### src/rtl/riscv_mem_arbiter_pkg.sv
// riscv_mem_pkg: shared types for the instruction/data memory arbiter.
//   arb_state_e         - arbiter FSM states (IDLE, BUSY, RESP)
//   port_e              - requesting port IDs (PORT_I = fetch, PORT_D = data)
//   TIMEOUT_CYC_DEFAULT - default BUSY timeout in cycles
package riscv_mem_pkg;

    typedef enum logic [1:0] {
        ST_IDLE,
        ST_BUSY,
        ST_RESP
    } arb_state_e;

    typedef enum logic {
        PORT_I = 1'b0,
        PORT_D = 1'b1
    } port_e;

    localparam int unsigned TIMEOUT_CYC_DEFAULT = 64;

endpackage

### src/rtl/riscv_mem_arbiter_if.sv
// riscv_mem_arbiter_if: bundles the fetch port (i_*), data port (d_*),
// shared memory port (m_*) and bus_err of the memory arbiter.
//   slave  - arbiter view: takes requests and memory responses, drives acks,
//            read data, the m_* command and bus_err
//   master - environment view (core ports + memory), the mirror of slave
interface riscv_mem_arbiter_if #(
    parameter int unsigned AW = 32,
    parameter int unsigned DW = 32
);

    logic          i_req;
    logic [AW-1:0] i_addr;
    logic [DW-1:0] i_rdata;
    logic          i_ack;

    logic          d_req;
    logic          d_we;
    logic [AW-1:0] d_addr;
    logic [DW-1:0] d_wdata;
    logic [DW-1:0] d_rdata;
    logic          d_ack;

    logic          m_en;
    logic          m_rw;
    logic [AW-1:0] m_addr;
    logic [DW-1:0] m_wdata;
    logic [DW-1:0] m_rdata;
    logic          m_ready;

    logic          bus_err;

    modport slave (
        input  i_req, i_addr, d_req, d_we, d_addr, d_wdata, m_rdata, m_ready,
        output i_rdata, i_ack, d_rdata, d_ack, m_en, m_rw, m_addr, m_wdata, bus_err
    );

    modport master (
        output i_req, i_addr, d_req, d_we, d_addr, d_wdata, m_rdata, m_ready,
        input  i_rdata, i_ack, d_rdata, d_ack, m_en, m_rw, m_addr, m_wdata, bus_err
    );

endinterface

### src/rtl/riscv_mem_arbiter.sv
// riscv_mem_arbiter: round-robin arbiter sharing one single-cycle-handshake
// memory between the fetch port and the data port.
//   clk - rising-edge clock
//   rst - synchronous, active-low reset
//   bus - riscv_mem_arbiter_if.slave (i_*, d_*, m_*, bus_err)
// Build option: define ARB_TIMEOUT_EN to abort a BUSY transfer after
// TIMEOUT_CYC cycles without m_ready (ack + bus_err, rdata forced to 0).
// Without it BUSY waits indefinitely and bus_err is tied low.
module riscv_mem_arbiter
    import riscv_mem_pkg::*;
#(
    parameter int unsigned AW          = 32,
    parameter int unsigned DW          = 32,
    parameter int unsigned TIMEOUT_CYC = TIMEOUT_CYC_DEFAULT
) (
    input  logic               clk,
    input  logic               rst,
    riscv_mem_arbiter_if.slave bus
);

    arb_state_e    state_q, state_d;
    port_e         last_grant_q, last_grant_d;
    port_e         grant_q, grant_d;
    logic          m_en_q, m_en_d;
    logic          m_rw_q, m_rw_d;
    logic [AW-1:0] m_addr_q, m_addr_d;
    logic [DW-1:0] m_wdata_q, m_wdata_d;
    logic [DW-1:0] i_rdata_q, i_rdata_d;
    logic [DW-1:0] d_rdata_q, d_rdata_d;
    logic          i_ack_q, i_ack_d;
    logic          d_ack_q, d_ack_d;
    logic          timeout;

`ifdef ARB_TIMEOUT_EN
    localparam int unsigned CW = (TIMEOUT_CYC > 1) ? $clog2(TIMEOUT_CYC) : 1;

    logic [CW-1:0] cnt_q, cnt_d;
    logic          bus_err_q, bus_err_d;

    // cnt_q counts completed BUSY cycles; the last allowed one aborts.
    assign timeout = (cnt_q == CW'(TIMEOUT_CYC - 1));
`else
    assign timeout = 1'b0;
`endif

    always_comb begin
        state_d      = state_q;
        last_grant_d = last_grant_q;
        grant_d      = grant_q;
        m_en_d       = m_en_q;
        m_rw_d       = m_rw_q;
        m_addr_d     = m_addr_q;
        m_wdata_d    = m_wdata_q;
        i_rdata_d    = i_rdata_q;
        d_rdata_d    = d_rdata_q;
        i_ack_d      = 1'b0;
        d_ack_d      = 1'b0;
`ifdef ARB_TIMEOUT_EN
        cnt_d        = cnt_q;
        bus_err_d    = 1'b0;
`endif
        case (state_q)
            ST_IDLE: begin
                if (bus.i_req || bus.d_req) begin
                    if (bus.i_req && bus.d_req) begin
                        grant_d = (last_grant_q == PORT_I) ? PORT_D : PORT_I;
                    end else begin
                        grant_d = bus.i_req ? PORT_I : PORT_D;
                    end
                    if (grant_d == PORT_I) begin
                        m_addr_d  = bus.i_addr;
                        m_rw_d    = 1'b0;
                        m_wdata_d = '0;
                    end else begin
                        m_addr_d  = bus.d_addr;
                        m_rw_d    = bus.d_we;
                        m_wdata_d = bus.d_wdata;
                    end
                    m_en_d  = 1'b1;
                    state_d = ST_BUSY;
`ifdef ARB_TIMEOUT_EN
                    cnt_d   = '0;
`endif
                end
            end
            ST_BUSY: begin
                // m_ready takes priority over a coincident timeout.
                if (bus.m_ready || timeout) begin
                    m_en_d  = 1'b0;
                    state_d = ST_RESP;
                    if (grant_q == PORT_I) begin
                        i_rdata_d = bus.m_ready ? bus.m_rdata : '0;
                        i_ack_d   = 1'b1;
                    end else begin
                        d_rdata_d = bus.m_ready ? bus.m_rdata : '0;
                        d_ack_d   = 1'b1;
                    end
`ifdef ARB_TIMEOUT_EN
                    bus_err_d = !bus.m_ready;
                end else begin
                    cnt_d = cnt_q + CW'(1);
`endif
                end
            end
            ST_RESP: begin
                last_grant_d = grant_q;
                state_d      = ST_IDLE;
            end
            default: state_d = ST_IDLE;
        endcase
    end

    always_ff @(posedge clk) begin
        if (!rst) begin
            state_q      <= ST_IDLE;
            last_grant_q <= PORT_D;
            grant_q      <= PORT_I;
            m_en_q       <= 1'b0;
            m_rw_q       <= 1'b0;
            m_addr_q     <= '0;
            m_wdata_q    <= '0;
            i_rdata_q    <= '0;
            d_rdata_q    <= '0;
            i_ack_q      <= 1'b0;
            d_ack_q      <= 1'b0;
`ifdef ARB_TIMEOUT_EN
            cnt_q        <= '0;
            bus_err_q    <= 1'b0;
`endif
        end else begin
            state_q      <= state_d;
            last_grant_q <= last_grant_d;
            grant_q      <= grant_d;
            m_en_q       <= m_en_d;
            m_rw_q       <= m_rw_d;
            m_addr_q     <= m_addr_d;
            m_wdata_q    <= m_wdata_d;
            i_rdata_q    <= i_rdata_d;
            d_rdata_q    <= d_rdata_d;
            i_ack_q      <= i_ack_d;
            d_ack_q      <= d_ack_d;
`ifdef ARB_TIMEOUT_EN
            cnt_q        <= cnt_d;
            bus_err_q    <= bus_err_d;
`endif
        end
    end

    assign bus.m_en    = m_en_q;
    assign bus.m_rw    = m_rw_q;
    assign bus.m_addr  = m_addr_q;
    assign bus.m_wdata = m_wdata_q;
    assign bus.i_rdata = i_rdata_q;
    assign bus.d_rdata = d_rdata_q;
    assign bus.i_ack   = i_ack_q;
    assign bus.d_ack   = d_ack_q;
`ifdef ARB_TIMEOUT_EN
    assign bus.bus_err = bus_err_q;
`else
    assign bus.bus_err = 1'b0;
`endif

endmodule

### src/flat_wrapper.sv
// flat-port wrapper written by rule: the top's interface ports become plain ports
module riscv_mem_arbiter_flat import riscv_mem_pkg::*;
#(
    parameter int unsigned AW          = 32,
    parameter int unsigned DW          = 32,
    parameter int unsigned TIMEOUT_CYC = TIMEOUT_CYC_DEFAULT
)
  (clk, rst, bus_i_req, bus_i_addr, bus_d_req, bus_d_we, bus_d_addr, bus_d_wdata, bus_m_rdata, bus_m_ready, bus_i_rdata, bus_i_ack, bus_d_rdata, bus_d_ack, bus_m_en, bus_m_rw, bus_m_addr, bus_m_wdata, bus_bus_err);
  riscv_mem_arbiter_if #(.AW(AW), .DW(DW)) bus_i ();
  input  logic clk;
  input  logic rst;
  input wire logic [$bits(bus_i.i_req)-1:0] bus_i_req;
  input wire logic [$bits(bus_i.i_addr)-1:0] bus_i_addr;
  input wire logic [$bits(bus_i.d_req)-1:0] bus_d_req;
  input wire logic [$bits(bus_i.d_we)-1:0] bus_d_we;
  input wire logic [$bits(bus_i.d_addr)-1:0] bus_d_addr;
  input wire logic [$bits(bus_i.d_wdata)-1:0] bus_d_wdata;
  input wire logic [$bits(bus_i.m_rdata)-1:0] bus_m_rdata;
  input wire logic [$bits(bus_i.m_ready)-1:0] bus_m_ready;
  output wire logic [$bits(bus_i.i_rdata)-1:0] bus_i_rdata;
  output wire logic [$bits(bus_i.i_ack)-1:0] bus_i_ack;
  output wire logic [$bits(bus_i.d_rdata)-1:0] bus_d_rdata;
  output wire logic [$bits(bus_i.d_ack)-1:0] bus_d_ack;
  output wire logic [$bits(bus_i.m_en)-1:0] bus_m_en;
  output wire logic [$bits(bus_i.m_rw)-1:0] bus_m_rw;
  output wire logic [$bits(bus_i.m_addr)-1:0] bus_m_addr;
  output wire logic [$bits(bus_i.m_wdata)-1:0] bus_m_wdata;
  output wire logic [$bits(bus_i.bus_err)-1:0] bus_bus_err;
  assign bus_i.i_req = bus_i_req;
  assign bus_i.i_addr = bus_i_addr;
  assign bus_i.d_req = bus_d_req;
  assign bus_i.d_we = bus_d_we;
  assign bus_i.d_addr = bus_d_addr;
  assign bus_i.d_wdata = bus_d_wdata;
  assign bus_i.m_rdata = bus_m_rdata;
  assign bus_i.m_ready = bus_m_ready;
  assign bus_i_rdata = bus_i.i_rdata;
  assign bus_i_ack = bus_i.i_ack;
  assign bus_d_rdata = bus_i.d_rdata;
  assign bus_d_ack = bus_i.d_ack;
  assign bus_m_en = bus_i.m_en;
  assign bus_m_rw = bus_i.m_rw;
  assign bus_m_addr = bus_i.m_addr;
  assign bus_m_wdata = bus_i.m_wdata;
  assign bus_bus_err = bus_i.bus_err;
  riscv_mem_arbiter #(.AW(AW), .DW(DW), .TIMEOUT_CYC(TIMEOUT_CYC)) u_core (.clk(clk), .rst(rst), .bus(bus_i));
endmodule
### config.mk
export PLATFORM = sky130hd
export DESIGN_NAME = riscv_mem_arbiter_flat
export DESIGN_NICKNAME = d
export VERILOG_FILES = /design/src/rtl/riscv_mem_arbiter_pkg.sv /design/src/rtl/riscv_mem_arbiter_if.sv /design/src/rtl/riscv_mem_arbiter.sv /design/src/flat_wrapper.sv
export SDC_FILE = /design/constraint.sdc
export NUM_CORES = 1
export LEC_CHECK = 0
export ABC_AREA = 1
export CORE_MARGIN = 3
export CORE_UTILIZATION = 41
export DETAILED_ROUTE_END_ITERATION = 7
export GPL_TIMING_DRIVEN = 1
export PLACE_DENSITY = 0.86
export SETUP_SLACK_MARGIN = 0.2
export SYNTH_ARGS = -nofsm -noshare
export SYNTH_HDL_FRONTEND = slang
export SYNTH_SLANG_ARGS = --single-unit
### constraint.sdc
create_clock -name clk -period 1.5 [get_ports clk]
set_clock_uncertainty 0.1 [all_clocks]
set_input_delay 0.225 -clock clk [delete_from_list [all_inputs] [get_ports clk]]
set_output_delay 0.225 -clock clk [all_outputs]
set_load 0.05 [all_outputs]
==> reports/qor.yml <==
worst_hold_path:
  worstHoldPathCells: 3
  hp-start: "bus_d_wdata[1]"
  min_to: "u_core.bus.m_wdata[1]"
  hold_path_class: "input pin to flop"
route:
  vias_per_cell: 5.38
  drc: 0
  wl_per_cell_um: 19.4
  drt_iter0_drc: 582
  wl_um: 23300
  postRouteAntennaNets: 0
  route.vias.total: 6446
  firstDrtPassIters: 6
worst_setup_path:
  arrival_ns: 1.66
  slowest_delay_ns: 0.36
  cp_cell_sequence: "inv_4 -> nand2_4 -> nor2_4 -> buf_12 -> buf_12 -> clkbuf_16 -> nand3_1 -> a21oi_1"
  timing.rr.end: "u_core.bus.m_wdata[10]"
  crit_type: "flop to flop"
  slowest_stage: "dfxtp_4"
  cp-start-kind: "flop"
  crit_path_frequent_cell: "buf_12"
  end_kind: "flop"
  crit_fanout: 5
  reg2reg_slack_ns: 0.07
  cp.required_ns: 1.73
  rr_startpoint: "u_core.state_q[0]"
  reg2regPathDepth: 8
finish:
  syn_to_final_growth_pct: 99.0
  multiInputGateArea_sq_mm: 0.00243
  regArea_sq_mm: 0.00282
  fin_cells: 1199
  final_common_cell: "buf_12"
  fillCellCount: 613
  drive_gt1_share_pct: 32.3
  most-common-layout-cells: "buf_12 (147), nand2_1 (135), clkdlybuf4s50_1 (133)"
  fin_nets: 1147
timing:
  max_freq_mhz: 700
  finalSetupViolCount: 0
  period_share_pct: 95.2
  maxSlewViolCount: 0
  hold_viol: 0
  hold_slack_ns: 0.298
  rsz0062_at_grt: "yes"
  min_period_ns: 1.43
clock_tree:
  ctsHoldBuffers: 0
  cts.clk_slew.worst_paths_ns: 0.06
  htreeDepth: 4
  cts_root_buf: "clkbuf_16"
  cts_buffers: 17
  clk_latency_ns: 0.41
  cts_buffer_depth: 2
  cts_sinks: 136
  cts_tree: "done"
placed_design:
  port_buffers: 265
  dp.cells: 1155
  hpwlAfterDp_um: 14400
  gp_congestion: 0.833
power_and_ir_drop:
  pwr_density_cell_mw_per_mm2: 1060
  ir_worst_vdd_mv: 0.733
  p_total_uw: 11600
  leakage_uw: 0.00446
floorplan:
  num_rows: 41
  core_region_area_sq_mm: 0.0129
  die_width_um: 122
  io_pins: 267
  dieHeight_um: 122
  start_util_pct: 42.7
  die_area_sq_mm: 0.0148
grt:
  grt_pass1_vias: 6246
  gr-usage-met2_pct: 49.8
  grt_antenna_before_repair: 0
  grt_pass1_wl_um: 32500
  grtUsageTotal_pct: 28.3
  grt_max_degree: 47
  grt_remaining_overflow: 0
  use_met1_pct: 31.5
  use_met3_pct: 7.75
  grt-busiest-layer: "met2"
logic_synthesis:
  yosysWarnings: 0
  ys_types: 18
  synth_area_sq_mm: 0.00550
  synth-seq-area-share_pct: 49.5
  synth-seq-cells: 136
  syn-num-nets: 883
  syn_avg_cell_area_sq_um: 7.34
  syn_inst: 749
status:
  status: "complete, no violations"
flow_run:
  cap_violations: 0
==> final cells by class <==
class	instances	area share, %
well taps	172	1.97
repair buffers	308	42.4
flip-flops and latches	136	25.8
clock buffers	23	4.46
inverters	72	2.53
diodes	1	0.0229
clock inverters	9	0.663
multi-input cells	478	22.2
==> worst max-delay path: cells and delay by family, from the launching register on <==
| family | cells | cell delay (ns) |
|---|---|---|
| AOI/OAI and AO/OA | 1 | 0.16 |
| buffers and inverters | 4 | 0.47 |
| and+or+nand+nor | 3 | 0.24 |
| DFF | 1 | 0.36 |
==> layer usage <==
layer | vias to the layer above | wire, um
li1 | 2975 | -
met2 | 421 | 12200
met4 | 0 | 988
met5 | - | 0
met3 | 83 | 2190
met1 | 2967 | 7910
==> synth_stat cells, drive strengths merged <==
cell type	instances	area, sq um
nand2	140	531
dfxtp	136	2720
a21oi	100	500
nand3	100	500
inv	72	270
nor2	72	280
o21ai	33	165
buf	32	209
nand4	32	200
clkbuf	31	116
conb	1	3.75
==> state kept, by name, summed over array words and instances, names as in the netlist <==
name	count
u_core.bus.m_rw	1
u_core.grant_q	1
u_core.bus.d_rdata	32
u_core.bus.i_ack	1
u_core.last_grant_q	1
u_core.bus.m_wdata	32
u_core.bus.m_addr	32
u_core.bus.m_en	1
u_core.bus.d_ack	1
u_core.state_q	2
u_core.bus.i_rdata	32
==> logic make-up after synthesis <==
group	after synthesis	synth area share, %
AND/OR/NAND/NOR	344	27.5
flip-flops	136	49.5
buffers and inverters	135	10.8
AO/OA/AOI/OAI	133	12.1
other	1	0.0682
==> timing repair <==
action                                  4_1_cts  5_1_grt
gates resized for setup                      47      106
pin swaps                                     4       21
buffers inserted                              1        2
cloned                                        4        4
endpoints found under the setup margin      129      183
==> worst max-delay path by stage <==
stage,slack (ns),start,to
global route,0.008,u_core.state_q[0],u_core.bus.m_wdata[16]
detailed placement,-0.25,bus_d_req,u_core.bus.m_wdata[25]
floorplan,0.24,u_core.last_grant_q,u_core.bus.m_addr[17]
global placement,-0.17,bus_i_req,u_core.bus.m_addr[14]
finish,0.07,u_core.state_q[0],u_core.bus.m_wdata[10]
CTS,0.13,u_core.state_q[0],u_core.bus.m_wdata[15]
==> power breakdown <==
part           switching, uW  internal [uW]
Sequential               265           3880
Clock                   1550           2430
Combinational           1830           1690
==> stage by stage <==
stage	area (sq um)	setup slack [ns]	utilization, %	setup TNS [ns]
floorplan	5500	0.242	-	0
finish	10900	0.0724	85.0	0
CTS	10500	0.130	81.8	0
global placement	9760	-0.168	75.8	-11.85
detailed placement	9760	-0.254	75.8	-18.21
global route	10900	0.00783	85.0	0
No activity file was read; power rests on OpenSTA's default activity.
